<file path="src/rtl/str_acq_gate_pkg.sv">
// Shared definitions for the acquisition gate: state encoding and default counter width.
package str_acq_pkg;

   localparam int ACQ_CW = 32;

   typedef logic [2:0] acq_state_t;

   localparam acq_state_t ST_IDLE = 3'd0;
   localparam acq_state_t ST_PRE  = 3'd1;
   localparam acq_state_t ST_ARM  = 3'd2;
   localparam acq_state_t ST_PST  = 3'd3;
   localparam acq_state_t ST_STP  = 3'd4;

   function automatic logic acq_active(input acq_state_t s);
      return s != ST_IDLE;
   endfunction

endpackage

</file>
<file path="src/rtl/str_acq_gate_reg.sv">
// One-stage AXI4-stream register slice (data, last, valid/ready) with synchronous clear.
module str_reg #(
   parameter int DW = 16
) (
   input  logic          clk_i,
   input  logic          rstn_i,
   input  logic          clr_i,
   input  logic [DW-1:0] s_tdata_i,
   input  logic          s_tlast_i,
   input  logic          s_tvalid_i,
   output logic          s_tready_o,
   output logic [DW-1:0] m_tdata_o,
   output logic          m_tlast_o,
   output logic          m_tvalid_o,
   input  logic          m_tready_i
);

   logic [DW-1:0] data_q, data_d;
   logic          last_q, last_d;
   logic          vld_q,  vld_d;

   // Slot is free when empty or being drained this cycle.
   assign s_tready_o = ~vld_q | m_tready_i;

   always_comb begin
      data_d = data_q;
      last_d = last_q;
      vld_d  = vld_q;
      if (s_tready_o) begin
         vld_d = s_tvalid_i;
         if (s_tvalid_i) begin
            data_d = s_tdata_i;
            last_d = s_tlast_i;
         end
      end
   end

   always_ff @(posedge clk_i or negedge rstn_i) begin
      if (!rstn_i) begin
         data_q <= '0;
         last_q <= 1'b0;
         vld_q  <= 1'b0;
      end else if (clr_i) begin
         data_q <= '0;
         last_q <= 1'b0;
         vld_q  <= 1'b0;
      end else begin
         data_q <= data_d;
         last_q <= last_d;
         vld_q  <= vld_d;
      end
   end

   assign m_tdata_o  = data_q;
   assign m_tlast_o  = last_q;
   assign m_tvalid_o = vld_q;

endmodule

</file>
<file path="src/rtl/str_acq_gate.sv">
// Acquisition gate: forwards ADC samples through pre-trigger, armed and post-trigger phases,
// closing each acquisition with TLAST and reporting sample/trigger indices.
module str_acq_gate
   import str_acq_pkg::*;
#(
   parameter int DW = 16,
   parameter int CW = ACQ_CW
) (
   input  logic          clk,
   input  logic          rstn,
   input  logic          ctl_rst,
   input  logic          ctl_start,
   input  logic          ctl_stop,
   input  logic [CW-1:0] cfg_pre,
   input  logic [CW-1:0] cfg_pst,
   input  logic          trg,
   input  logic [DW-1:0] sti_tdata,
   input  logic          sti_tvalid,
   output logic          sti_tready,
   output logic [DW-1:0] sto_tdata,
   output logic          sto_tvalid,
   input  logic          sto_tready,
   output logic          sto_tlast,
   output logic          sts_run,
   output logic          sts_trg,
   output logic [CW-1:0] sts_cnt,
   output logic [CW-1:0] sts_trg_cnt
);

   localparam logic [CW-1:0] ONE = {{(CW-1){1'b0}}, 1'b1};

   acq_state_t    state_q, state_d;
   logic [CW-1:0] pre_q,   pre_d;
   logic [CW-1:0] pst_q,   pst_d;
   logic [CW-1:0] ph_q,    ph_d;
   logic [CW-1:0] cnt_q,   cnt_d;
   logic [CW-1:0] tcnt_q,  tcnt_d;
   logic          trg_q,   trg_d;

   logic acc;
   logic fwd;
   logic last;

   assign acc = sti_tvalid & sti_tready;

   // ph_q counts samples within the current phase; compares against cfg-1 so it never overflows.
   always_comb begin
      state_d = state_q;
      pre_d   = pre_q;
      pst_d   = pst_q;
      ph_d    = ph_q;
      cnt_d   = cnt_q;
      tcnt_d  = tcnt_q;
      trg_d   = trg_q;
      fwd     = 1'b0;
      last    = 1'b0;

      case (state_q)
         ST_IDLE: begin
            if (ctl_start) begin
               pre_d   = cfg_pre;
               pst_d   = cfg_pst;
               ph_d    = '0;
               cnt_d   = '0;
               trg_d   = 1'b0;
               state_d = (cfg_pre == '0) ? ST_ARM : ST_PRE;
            end
         end
         ST_PRE: begin
            if (acc) begin
               fwd = 1'b1;
               if (ctl_stop) begin
                  last    = 1'b1;
                  state_d = ST_IDLE;
               end else if (ph_q == pre_q - ONE) begin
                  ph_d    = '0;
                  state_d = ST_ARM;
               end else begin
                  ph_d = ph_q + ONE;
               end
            end else if (ctl_stop) begin
               state_d = ST_STP;
            end
         end
         ST_ARM: begin
            if (acc) begin
               fwd = 1'b1;
               if (ctl_stop) begin
                  last    = 1'b1;
                  state_d = ST_IDLE;
               end else if (trg) begin
                  trg_d  = 1'b1;
                  tcnt_d = cnt_q;
                  if (pst_q <= ONE) begin
                     last    = 1'b1;
                     state_d = ST_IDLE;
                  end else begin
                     ph_d    = ONE;
                     state_d = ST_PST;
                  end
               end
            end else if (ctl_stop) begin
               state_d = ST_STP;
            end
         end
         ST_PST: begin
            if (acc) begin
               fwd = 1'b1;
               if (ctl_stop || (ph_q == pst_q - ONE)) begin
                  last    = 1'b1;
                  state_d = ST_IDLE;
               end else begin
                  ph_d = ph_q + ONE;
               end
            end else if (ctl_stop) begin
               state_d = ST_STP;
            end
         end
         ST_STP: begin
            if (acc) begin
               fwd     = 1'b1;
               last    = 1'b1;
               state_d = ST_IDLE;
            end
         end
         default: state_d = ST_IDLE;
      endcase

      if (fwd) cnt_d = cnt_q + ONE;
   end

   always_ff @(posedge clk or negedge rstn) begin
      if (!rstn) begin
         state_q <= ST_IDLE;
         pre_q   <= '0;
         pst_q   <= '0;
         ph_q    <= '0;
         cnt_q   <= '0;
         tcnt_q  <= '0;
         trg_q   <= 1'b0;
      end else if (ctl_rst) begin
         state_q <= ST_IDLE;
         pre_q   <= '0;
         pst_q   <= '0;
         ph_q    <= '0;
         cnt_q   <= '0;
         tcnt_q  <= '0;
         trg_q   <= 1'b0;
      end else begin
         state_q <= state_d;
         pre_q   <= pre_d;
         pst_q   <= pst_d;
         ph_q    <= ph_d;
         cnt_q   <= cnt_d;
         tcnt_q  <= tcnt_d;
         trg_q   <= trg_d;
      end
   end

   // Beats accepted in IDLE are simply not presented to the slice, so they are dropped.
   str_reg #(
      .DW (DW)
   ) u_reg (
      .clk_i      (clk),
      .rstn_i     (rstn),
      .clr_i      (ctl_rst),
      .s_tdata_i  (sti_tdata),
      .s_tlast_i  (last),
      .s_tvalid_i (fwd),
      .s_tready_o (sti_tready),
      .m_tdata_o  (sto_tdata),
      .m_tlast_o  (sto_tlast),
      .m_tvalid_o (sto_tvalid),
      .m_tready_i (sto_tready)
   );

   assign sts_run     = acq_active(state_q);
   assign sts_trg     = trg_q;
   assign sts_cnt     = cnt_q;
   assign sts_trg_cnt = tcnt_q;

endmodule

</file>
<file path="config.mk">
export PLATFORM = sky130hd
export DESIGN_NAME = str_acq_gate
export DESIGN_NICKNAME = d
export VERILOG_FILES = /design/src/rtl/str_acq_gate_pkg.sv /design/src/rtl/str_acq_gate_reg.sv /design/src/rtl/str_acq_gate.sv
export SDC_FILE = /design/constraint.sdc
export NUM_CORES = 1
export LEC_CHECK = 0
export BUFFER_PORTS_ARGS = -buffer_cell sky130_fd_sc_hd__buf_2
export CELL_PAD_IN_SITES_DETAIL_PLACEMENT = 1
export CELL_PAD_IN_SITES_GLOBAL_PLACEMENT = 2
export CORE_MARGIN = 4
export CORE_UTILIZATION = 37
export DETAILED_ROUTE_END_ITERATION = 7
export PLACE_DENSITY = 0.83
export SYNTH_ARGS = -nofsm -noshare
export SYNTH_HDL_FRONTEND = slang
export SYNTH_SLANG_ARGS = --single-unit
</file>
<file path="constraint.sdc">
create_clock -name clk -period 6.1 [get_ports clk]
set_input_delay 0.61 -clock clk [delete_from_list [all_inputs] [get_ports clk]]
set_output_delay 0.61 -clock clk [all_outputs]
set_load 0.05 [all_outputs]
</file>
==> impl_metrics.sql <==
INSERT INTO impl_metrics (metric_group, metric, value, unit) VALUES
('outcome', 'outcome', 'finished clean', ''),
('die', 'design.portCount', '173', ''),
('setup_path', 'critPathSlowestCell', 'sky130_fd_sc_hd__nand4_1', ''),
('setup_path', 'crit_cells', '9', ''),
('global_route', 'globalRouteTotalUtil', '21.5', '%'),
('sta', 'post-route-period-util', '69.4', '%'),
('setup_path', 'crit_path_cell_trace', 'nor3_2 > nand4_1 > nor4_1 > xnor2_1 > a2111o_1 > or4_4 > and3_4 > nand2_2 > o311ai_0', ''),
('setup_path', 'startpoint', 'pre_q[4]', ''),
('sta', 'grt_setup_unrepaired', 'false', ''),
('sta', 'tns', '0', 'ps'),
('setup_path', 'setup.worst_path.end_class', 'flop', ''),
('finish', 'layout.cells.most_common', 'sky130_fd_sc_hd__nand2_1', ''),
('sta', 'worst-slew-pin-transition', '1070', 'ps'),
('power_and_ir_drop', 'seq_power_share', '36.3', '%'),
('die', 'fp.dieW', '180', 'um'),
('finish', 'layout_cell_share_with_drive_strength_beyond_1', '16.9', '%'),
('setup_path', 'timing.rr.start', 'pre_q[4]', ''),
('clocking', 'cts_htree_levels', '4', ''),
('placed_design', 'place_area', '0.0120', 'mm^2'),
('setup_path', 'rr_worst_depth', '9', ''),
('detailed_routing', 'drt_pass1_iterations', '5', ''),
('sta', 'period_minus_slack', '4230', 'ps'),
('placed_design', 'dp_hpwl', '24700', 'um'),
('synthesis', 'synth_largest_area_cell', 'sky130_fd_sc_hd__dfrtp_1', ''),
('sta', 'timing.final.max_slew_violations', '0', ''),
('setup_path', 'rr_endpoint', 'ph_q[6]', ''),
('clocking', 'cts_root_buffer', 'sky130_fd_sc_hd__clkbuf_16', ''),
('synthesis', 'postSynthCellCount', '1323', ''),
('setup_path', 'worstSetupStartpointType', 'flop', ''),
('sta', 'timing.slew.headroom', '28.6', '%'),
('finish', 'final_area', '0.0126', 'mm^2'),
('sta', 'hold_viol_final', '0', ''),
('finish', 'finalNetCount', '1522', ''),
('power_and_ir_drop', 'p_per_area', '318', 'mW/mm^2'),
('synthesis', 'number_of_flops_mapped_to_enable_cells_by_yosys', '0', ''),
('clocking', 'clkSlewWorstSetupHoldPaths', '80', 'ps'),
('synthesis', 'yosys_register_bits', '182', ''),
('global_route', 'grt_start_max_net_pins', '87', ''),
('die', 'fp.dieArea', '0.0324', 'mm^2'),
('setup_path', 'timing.critical_path.arrival', '4530', 'ps'),
('global_route', 'initial_antenna_violation_count', '3', ''),
('die', 'placeableCoreArea', '0.0289', 'mm^2'),
('synthesis', 'synth_top_flop_cell', 'sky130_fd_sc_hd__dfrtp_1', ''),
('setup_path', 'highest_fanout_seen_on_the_critical_path', '41', ''),
('die', 'initial_core_util', '37.8', '%'),
('finish', 'area_growth', '15.3', '%'),
('synthesis', 'syn_nets', '1416', ''),
('clocking', 'post-cts-setup-buffer-count', '0', ''),
('placed_design', 'place.port_buffers', '172', ''),
('clocking', 'numCtsBuffers', '17', ''),
('power_and_ir_drop', 'power.net_switching', '0.00160', 'W'),
('global_route', 'grt_remaining_overflow', '0', ''),
('setup_path', 'timing_worst_setup_path_type', 'flop to flop', ''),
('synthesis', 'ys_seq_area_share', '41.6', '%'),
('detailed_routing', 'routed-via-count', '10400', ''),
('detailed_routing', 'post_drt_via_cell_ratio', '5.69', ''),
('sta', 'fmax', '0.236', 'GHz'),
('power_and_ir_drop', 'internal-power', '0.00241', 'W'),
('setup_path', 'worst_setup_path_end', 'ph_q[6]', ''),
('synthesis', 'share_of_flip_flops_with_an_asynchronous_set_or_reset_after_synthesis', '100', '%'),
('clocking', 'cts-root-to-sink-buffers', '2', ''),
('clocking', 'cts.hold.buffers_added', '0', ''),
('detailed_routing', 'antenna_violating_nets_post_route', '0', ''),
('global_route', 'global_route_wire_length_before_repair', '58100', 'um'),
('setup_path', 'max_stage_delay', '760', 'ps'),
('placed_design', 'place_congestion', '0.815', ''),
('sta', 'finalSetupViolCount', '0', ''),
('synthesis', 'netlist_area', '0.0109', 'mm^2'),
('detailed_routing', 'routedWlPerCell', '19.1', 'um'),
('clocking', 'tritoncts', 'done', ''),
('clocking', 'cts_num_sinks', '182', '');
through the flow:
step	hold WS, ps	std cells	power, W	utilization [%]	setup WS [ps]
floorplan	314	1323	0.00245	-	2810
global placement	486	1794	0.00280	41.4	2070
detailed placement	486	1794	0.00283	41.4	1910
CTS	168	1826	0.00405	43.6	1890
global route	181	1826	0.00428	43.6	1550
finish	158	1827	0.00402	43.6	1870
per-layer routing:
layer | global-route usage (%) | share of wire (%) | vias to the layer above
li1 | - | - | 4948
met1 | 28.3 | 45 | 5237
met2 | 37.2 | 50 | 173
met3 | 4.16 | 3.7 | 24
met4 | 4.48 | 0.91 | 6
met5 | 0 | 0.11 | -
state kept, by name (all words and copies together) (netlist names), 3 cells and up:
register	cells
sts_trg_cnt	32
pre_q	32
ph_q	32
sts_cnt	32
u_reg.m_tdata_o	16
pst_q	32
state_q	3
power by group through the flow:
stage	logic, W	registers (W)	clock network [W]
floorplan	0.000964	0.00149	0
detailed placement	0.00135	0.00148	0
CTS	0.00136	0.00146	0.00123
global route	0.00152	0.00148	0.00128
finish	0.00136	0.00146	0.00120
global placement	0.00133	0.00147	0
worst min path at each step:
stage | start | end | slack [ps]
after floorplan | rstn | ph_q[0] | 310
after global placement | sts_trg_cnt[16] | sts_trg_cnt[16] | 490
after detailed placement | sts_trg_cnt[9] | sts_trg_cnt[9] | 490
after CTS | rstn | pst_q[27] | 170
after global routing | rstn | pst_q[27] | 180
final | rstn | pst_q[27] | 160
synthesized netlist by cell type (all sizes together), types with 11 or more instances:
master and instances:
a21oi 108, a22o 34, a31oi 24, and2 12
and3 23, buf 24, clkbuf 75, dfrtp 182
inv 24, nand2 261, nand3 54, nand4 27
nand4b 11, nor2 75, nor3 40, nor4 35
o211ai 24, o21ai 70, or3 15, or4 12
xnor2 44, xor2 30
worst register-to-register path, stage by stage, from the launching register on:
cell                       delay (ps)
sky130_fd_sc_hd__dfrtp_1          450
sky130_fd_sc_hd__nor3_2           400
sky130_fd_sc_hd__nand4_1          760
sky130_fd_sc_hd__nor4_1           600
sky130_fd_sc_hd__xnor2_1          110
sky130_fd_sc_hd__a2111o_1         390
sky130_fd_sc_hd__or4_4            520
sky130_fd_sc_hd__and3_4           360
sky130_fd_sc_hd__nand2_2          330
sky130_fd_sc_hd__o311ai_0         170
logic make-up after synthesis:
family	Yosys count	share of synthesized area, %
AND/OR/NAND/NOR	611	27.9
AO/OA/AOI/OAI	319	18.5
flip-flops	182	41.6
buffers and inverters	123	4.75
XOR/XNOR	74	5.92
multiplexers	9	0.823
adder cells (fa/ha/maj)	5	0.572
final cells by class:
type	instances	area [um^2]	area share (%)
clock inverters	13	178	1.41
multi-input cells	1018	5890	46.6
inverters	24	90.1	0.714
well taps	384	480	3.81
flip-flops and latches	182	4550	36.1
diodes	1	2.50	0.0198
clock buffers	19	453	3.59
repair buffers	186	977	7.74
(Power assumes the default switching activity.)
